### src/rtl/scroll_sequencer.sv
// scroll_sequencer: holds a short text message and shows a sliding
// WINDOW-character view of it. It arms the external scrolling_timer,
// waits for that timer to expire, and then advances the view by one
// character, wrapping at the end of the message.
//
// Timer handshake: cnt_start is a one-cycle request. It is raised only in
// ARM, and cnt_value carries the delay for that request. cnt_done is a
// one-cycle response. It is honoured only in WAIT and is ignored in every
// other state, so a stale expiry that arrives after a pause or restart can
// never cause a step. There is no back-pressure in either direction.
module scroll_sequencer #(
  parameter int                CHAR_W  = 8,
  parameter int                MAX_LEN = 32,
  parameter int                WINDOW  = 4,
  parameter logic [CHAR_W-1:0] BLANK   = 8'h20,
  parameter int                ADDR_W  = $clog2(MAX_LEN)
) (
  input  logic                     clk,
  input  logic                     rst,
  input  logic                     wr_en,
  input  logic [ADDR_W-1:0]        wr_addr,
  input  logic [CHAR_W-1:0]        wr_data,
  input  logic [ADDR_W:0]          msg_len,
  input  logic [31:0]              scroll_delay,
  input  logic                     enable,
  input  logic                     restart,
  output logic                     cnt_start,
  output logic [31:0]              cnt_value,
  input  logic                     cnt_done,
  output logic [ADDR_W-1:0]        offset,
  output logic [WINDOW*CHAR_W-1:0] window_data,
  output logic                     step,
  output logic                     busy
);

  localparam logic [ADDR_W:0] WIN_LEN = (ADDR_W+1)'(WINDOW);

  typedef enum logic [1:0] {S_IDLE, S_ARM, S_WAIT, S_STEP} state_t;

  state_t                   state_q, state_d;
  logic [ADDR_W-1:0]        offset_q, offset_d;
  logic [ADDR_W:0]          len_q, len_d;
  logic [31:0]              cnt_value_q, cnt_value_d;
  logic [WINDOW*CHAR_W-1:0] window_q, window_d;
  logic [CHAR_W-1:0]        buf_q [MAX_LEN];
  logic [CHAR_W-1:0]        buf_d [MAX_LEN];
  logic [ADDR_W:0]          off_inc;

  assign busy        = (state_q != S_IDLE);
  assign cnt_start   = (state_q == S_ARM) && !restart;
  assign step        = (state_q == S_STEP) && !restart;
  assign cnt_value   = cnt_value_q;
  assign offset      = offset_q;
  assign window_data = window_q;
  assign off_inc     = {1'b0, offset_q} + (ADDR_W+1)'(1);

  // Next-state logic: restart overrides the state machine; the message length is captured when leaving IDLE.
  always_comb begin
    state_d     = state_q;
    offset_d    = offset_q;
    len_d       = len_q;
    cnt_value_d = cnt_value_q;
    if (restart) begin
      state_d  = S_IDLE;
      offset_d = '0;
    end else begin
      unique case (state_q)
        S_IDLE: begin
          if (enable && (msg_len > WIN_LEN)) begin
            state_d     = S_ARM;
            len_d       = msg_len;
            cnt_value_d = scroll_delay;
          end
        end
        S_ARM: begin
          state_d = S_WAIT;
        end
        S_WAIT: begin
          // A pause beats a simultaneous expiry.
          if (!enable) begin
            state_d = S_IDLE;
          end else if (cnt_done) begin
            state_d = S_STEP;
          end
        end
        S_STEP: begin
          offset_d = (off_inc == len_q) ? '0 : off_inc[ADDR_W-1:0];
          if (enable) begin
            state_d     = S_ARM;
            cnt_value_d = scroll_delay;
          end else begin
            state_d = S_IDLE;
          end
        end
        default: begin
          state_d = S_IDLE;
        end
      endcase
    end
  end

  // Window: a circular view starting at offset; a message shorter than the window is shown left-aligned.
  always_comb begin
    logic [ADDR_W:0]   win_len;
    logic [ADDR_W:0]   idx;
    logic [ADDR_W:0]   slot_i;
    logic [CHAR_W-1:0] slot;
    win_len  = busy ? len_q : msg_len;
    idx      = '0;
    slot_i   = '0;
    slot     = BLANK;
    window_d = {WINDOW{BLANK}};
    for (int i = 0; i < WINDOW; i++) begin
      slot_i = (ADDR_W+1)'(i);
      idx    = {1'b0, offset_q} + slot_i;
      if (idx >= win_len) begin
        idx = idx - win_len;
      end
      // A zero-length message falls into the short branch and shows all BLANK.
      if (win_len < WIN_LEN) begin
        slot = (slot_i < win_len) ? buf_q[slot_i[ADDR_W-1:0]] : BLANK;
      end else begin
        slot = buf_q[idx[ADDR_W-1:0]];
      end
      window_d[i*CHAR_W +: CHAR_W] = slot;
    end
  end

  // Buffer write port: one character per cycle.
  always_comb begin
    buf_d = buf_q;
    if (wr_en) begin
      buf_d[wr_addr] = wr_data;
    end
  end

  // Control and window registers, with a synchronous active-high reset.
  always_ff @(posedge clk) begin
    if (rst) begin
      state_q     <= S_IDLE;
      offset_q    <= '0;
      len_q       <= '0;
      cnt_value_q <= '0;
      window_q    <= {WINDOW{BLANK}};
    end else begin
      state_q     <= state_d;
      offset_q    <= offset_d;
      len_q       <= len_d;
      cnt_value_q <= cnt_value_d;
      window_q    <= window_d;
    end
  end

  // Message storage is not reset, so text survives a reset.
  always_ff @(posedge clk) begin
    buf_q <= buf_d;
  end

endmodule
### config.mk
export PLATFORM = sky130hd
export DESIGN_NAME = scroll_sequencer
export DESIGN_NICKNAME = d
export VERILOG_FILES = /design/src/rtl/scroll_sequencer.sv
export SDC_FILE = /design/constraint.sdc
export NUM_CORES = 1
export LEC_CHECK = 0
export CORE_MARGIN = 1
export CORE_UTILIZATION = 28
export DETAILED_ROUTE_END_ITERATION = 7
export PLACE_DENSITY = 0.44
export SETUP_SLACK_MARGIN = 0.02
export SYNTH_ARGS = -nofsm -noshare
export SYNTH_HDL_FRONTEND = slang
export SYNTH_SLANG_ARGS = --single-unit
### constraint.sdc
create_clock -name clk -period 4.27 [get_ports clk]
set_clock_uncertainty 0.1 [all_clocks]
set_input_delay 0.854 -clock clk [delete_from_list [all_inputs] [get_ports clk]]
set_output_delay 0.854 -clock clk [all_outputs]
set_load 0.01 [all_outputs]
; After elaboration in Yosys (flattened, before gate mapping)
; Cells that the tools add are included.
[word_totals]
input_bits = 57
ff_bits = 333
out_inout_bits = 72
word_cells = 122
[op_classes]
n_reduce_logical = 12
eq_ne = 7
order_cmp = 16
n_addsub = 7
n_mux = 37
bitwise_logic = 6
[op_table]
columns = op, n
row1 = 256-bit bitwise mux, 1
row2 = 8-bit binary-select mux with 5-bit select, 4
row3 = 8-bit 2-to-1 mux, 17
row4 = 32-bit 2-to-1 mux, 2
row5 = 32-bit one-hot mux with 2 select lines, 1
row6 = 8-bit demux with 5-bit select, 1
row7 = "6-bit >= comparator, second input constant", 5
row8 = 5-bit inverter with 6-bit output, 5
row9 = 5-bit 2-to-1 mux, 5
row10 = 5-bit subtractor, 4
row11 = 6-bit >= comparator, 3
row12 = "5-bit by 2-bit adder with 6-bit output, second input constant", 2
row13 = "1-bit by 6-bit less-than comparator with 1-bit output, first input constant", 2
row14 = "2-bit by 6-bit less-than comparator with 1-bit output, first input constant", 2
row15 = 2-bit one-hot mux with 4 select lines, 1
row16 = "5-bit by 1-bit adder with 6-bit output, second input constant", 1
row17 = 6-bit == test, 1
row18 = 5-bit by 6-bit >= comparator with 1-bit output, 1
row19 = "6-bit by 3-bit greater-than comparator with 1-bit output, second input constant", 1
row20 = "6-bit by 1-bit less-than comparator with 1-bit output, second input constant", 1
row21 = "6-bit by 3-bit less-than comparator with 1-bit output, second input constant", 1
row22 = 2-bit 2-to-1 mux, 3
row23 = 6-bit 2-to-1 mux, 1
row24 = "2-bit == test, second input constant", 2
row25 = 13 further kinds, 18

; Logic depth before layout (Yosys ltp)
[logic_depth]
word_depth = 9
ltp_mapped = 19

; Worst setup path before layout
; Ideal clock, no wire load.
[synth_path]
kind = input -> register
from = input msg_len[1]
to = register window_q[15], in the netlist window_data[15]
setup_ps = 117
path_slack_ps = -18
n_path_buf = 1
arrival_time_ps = 4071
t_required_ps = 4053
cell_stages = 13
cell_sequence = mux2i_1 > inv_1 > fa_1 > nand2b_1 > a21oi_1 > o211ai_2 > nand2_1 > mux2i_1 > buf_2 > nand3_1 > a32oi_1 > nand4_1 > a32o_1
[synth_via]
elab_chain_len = 8
word_cells_on_any_way = 12
cone_classes = add/sub (1) / order compare (3) / mux (7) / bitwise (1)
[synth_lines]
columns = item, line_no
row1 = from (decl), 23  ; input logic [ADDR_W:0] msg_len,
row2 = 6-bit 2-to-1 mux (*), 108  ; win_len = busy ? len_q : msg_len;
row3 = 5-bit subtractor or 6-bit >= comparator (tied branches), "117, 116"
row4 = 5-bit 2-to-1 mux, 116  ; if (idx >= win_len) begin
row5 = 5-bit inverter with 6-bit output (not written as such), 123  ; slot = buf_q[idx[ADDR_W-1:0]];
row6 = 8-bit binary-select mux with 5-bit select, 123
row7 = 8-bit 2-to-1 mux (not written as such) (2 in a row), 123
row8 = 8-bit 2-to-1 mux (*), 120  ; if (win_len < WIN_LEN) begin
row9 = to (signal assigned), 144  ; window_q <= {WINDOW{BLANK}};
row10 = to (signal assigned), 150  ; window_q <= window_d;
row11 = to (decl), 44  ; logic [WINDOW*CHAR_W-1:0] window_q, window_d;
; Every way passes the cells marked *; elsewhere a longest branch is shown, timed or not. The select of a mux whose other input is x is not followed.
; A chain may end at the register's enable or synchronous reset.

; Final worst setup path
[layout_path]
from = input msg_len[2]
to = register window_q[30], in the netlist window_data[30]
; Same word-level chain as after synthesis.

==> summary.txt <==
Global routing
  – First-pass GRT wire length: 167.7 mm
  – Vias in the first global route: 22830
  – Largest net degree at the start of global routing: 47
  – Gr ovfl total: 0
  – GRT Total Usage: 28.57%
  – Antenna violations before repair: 2

Placed design
  – Post-placement cell count: 4104
  – Number of port buffers: 128
  – Placed wire-length estimate: 88.79 mm
  – GPL Wtd Cong: 1.019
  – Pre-CTS setup slack: -1033 ps
  – Placed Area: 28370 um2

Power
  – Leak: 12.64 nW
  – Power per Cell Area: 294.6 nW/um2
  – Total chip power: 9.193 mW
  – Peak supply drop: 290.1 uV

Detailed routing
  – Post-route ant nets: 0
  – Routed WL: 120.6 mm
  – Vias post-DR: 24010
  – Vias per cell: 5.669
  – Initial DRC count: 2732
  – DR WL/cell: 28.48 um
  – Drc violations: 0
  – Pre-antenna DRT Iters: 6

Timing
  – TNS Setup: 0 ps
  – Final period utilization: 99.69%
  – Fin. Hold Viols: 0
  – Pins Over Slew Limit: 0
  – Final WS setup: 13.35 ps
  – Final setup viols: 0
  – Hold_ws: 350.9 ps
  – Unrepaired setup endpoints after global routing: yes
  – Max Freq: 0.2349 GHz
  – Normalized max-slew margin: 16.64%
  – Min cycle time layout: 4257 ps
  – Worst Tran Pin Value: 1246 ps

Cells and area
  – Fin util: 40.01%
  – Area grow syn2layout: 40.45%
  – Final net count: 3247
  – Commonest non-fill, non-tap cell in the layout: nand2_1
  – Layout Cells excl Fill: 4235
  – Final instance area: 31200 um2
  – Fill cells: 7649
  – Most frequent cells in the layout: nand2_1, buf_4, nand3_1
  – Share of post-route cells with drive strength above 1: 24.96%

Yosys
  – Syn. warnings: 0
  – Post-Syn Area: 22220 um2
  – Syn Nets: 2715
  – Seq/Total Area, Yosys: 41.54%
  – Seq cells post-synth: 333
  – Post-synthesis async set-or-reset flop share: 0%
  – Synth cell types: 88
  – Cell count after synthesis: 2628
  – Number of flops mapped to enable cells by yosys: 256
  – Syn Area/Cell: 8.454 um2
  – Main flop type after synthesis: edfxtp_1

Critical path
  – Startpoint types: primary input
  – Worst path cell trace: clkdlybuf4s50_1, mux2i_4, ha_1, nor2b_2, o31a_4, buf_4, a221o_1, nor3_4, buf_6, buf_12, mux2_2, nor2_1, a211oi_1, a311oi_2, nor4_2, buf_4
  – Critical Path RT: 4670 ps
  – Critical path's most frequent cell: buf_4
  – WP data arrival: 4650 ps
  – CP bufs+invs: 5
  – Critical path start-end classification: primary input to flop
  – CP endpoint kind: flop
  – CP max stage cell: a311oi_2
  – Max FO, Critical Path: 6
  – Crit-path max cell delay: 520 ps
  – CP top delay family: compound AO/OA/AOI/OAI gates

Die
  – Die X: 283.7 um
  – Die ar.: 80470 um2
  – Core area: 77980 um2
  – Die height: 283.7 um
  – I/O pin total: 129
  – Num rows: 102
  – Starting Density: 28.49%

Clocking
  – Hold buffers post-CTS: 0
  – Clk root buf: clkbuf_16
  – Num CTS Buffers: 43
  – H-Tree Depth: 2
  – # clock sinks: 333
  – Clock buffer depth: 3
  – TritonCTS clock tree: yes
  – Clk_lat worst skew: 600 ps
  – Reg clk slew, reported paths: 60 ps

Hold path
  – HP Class: flop to flop

Flow run
  – Maxcap violations: 0

Status
  – Status: complete, no violations
## tightest hold or removal path, cell delays in order (launching register included)
cell and delay [ps]:
dfxtp_1 310, nand2_1 50, a21oi_1 50
## routing by layer
| metal | up-vias | track usage (%) | share of wire, % |
|---|---|---|---|
| met5 | - | 0 | 0.011 |
| met1 | 11750 | 37.42 | 41 |
| met2 | 1348 | 45.12 | 45 |
| met4 | 2 | 16.03 | 6.4 |
| li1 | 10660 | - | - |
| met3 | 248 | 3.987 | 8.0 |
## sequential cells by signal (all words and copies together) (netlist names)
register and cells:
window_data 32, buf_q 256, len_q 6, cnt_value 32, state_q 2, offset 5
## logic make-up (layout without fill, tap and decap cells)
logic type	after synthesis	count (layout)	share of synthesized area, %
other cells	0	2	0
fa+ha+maj	30	30	1.825
compound gates	453	454	14.85
flops	333	333	41.54
buf+inv	215	779	4.765
mux	176	176	8.262
xor+xnor	21	21	0.8279
simple gates	1400	1400	27.93
## synth_stat cells (7+ instances only)
library cell,number,area share (%)
o22a_1,13,0.51
o211ai_1,19,0.64
xor2_1,8,0.32
mux2i_1,148,6.7
a22oi_1,16,0.54
nand2_1,848,14
a32oi_1,12,0.47
dfxtp_1,77,6.9
nand3b_1,10,0.34
buf_6,11,0.56
a32o_1,13,0.59
buf_1,19,0.32
nor2_1,76,1.3
a22o_1,7,0.28
buf_2,79,1.8
a211oi_1,31,1.0
xnor2_1,13,0.51
nor3_1,23,0.52
clkbuf_1,69,1.2
a311oi_1,49,1.9
a21o_1,8,0.27
o21a_1,8,0.27
nand2b_1,9,0.25
inv_1,18,0.30
or3_1,12,0.34
a41oi_1,7,0.28
a222oi_1,12,0.54
ha_1,26,1.5
mux2_2,23,1.2
a31oi_1,44,1.2
nand3_1,279,6.3
nand4_1,28,0.79
buf_4,18,0.61
o311ai_1,8,0.32
o21ai_0,13,0.29
a21oi_1,128,2.9
and3_1,67,1.9
edfxtp_1,256,35
o22ai_1,13,0.37
## report_power, final
part / internal (mW) / leakage, nW / switching [mW]
clock network: 2.11 / 0.664 / 1.56
registers: 3.57 / 2.94 / 0.0826
logic: 0.821 / 9.04 / 1.05
## path summary, 6_finish.rpt
kind,start,endpoint,slack [ps],depth (start not counted)
setup / recovery,msg_len[2],window_data[30],10,16
hold / removal,cnt_value[28],cnt_value[28],350,2
setup reg to reg,offset[1],window_data[30],20,18
hold reg to reg,cnt_value[28],cnt_value[28],350,2
## layout make-up
cell class | count | area (um2) | area share (%)
multi-input combinational | 2081 | 12780 | 40.96
sequential | 333 | 9231 | 29.59
antenna | 2 | 5.005 | 0.01604
timing repair buffer | 682 | 6430 | 20.61
tap | 1040 | 1301 | 4.170
inverter | 19 | 73.82 | 0.2366
clock inverter | 28 | 277.8 | 0.8902
clock buffer | 50 | 1102 | 3.533
## what timing repair did
item	4_1_cts	5_1_grt
gates resized for setup	70	95
pin swaps	17	40
buffers inserted	14	30
setup endpoints to repair	32	32
cloned	0	10
Power figures use the tool's default switching activity.
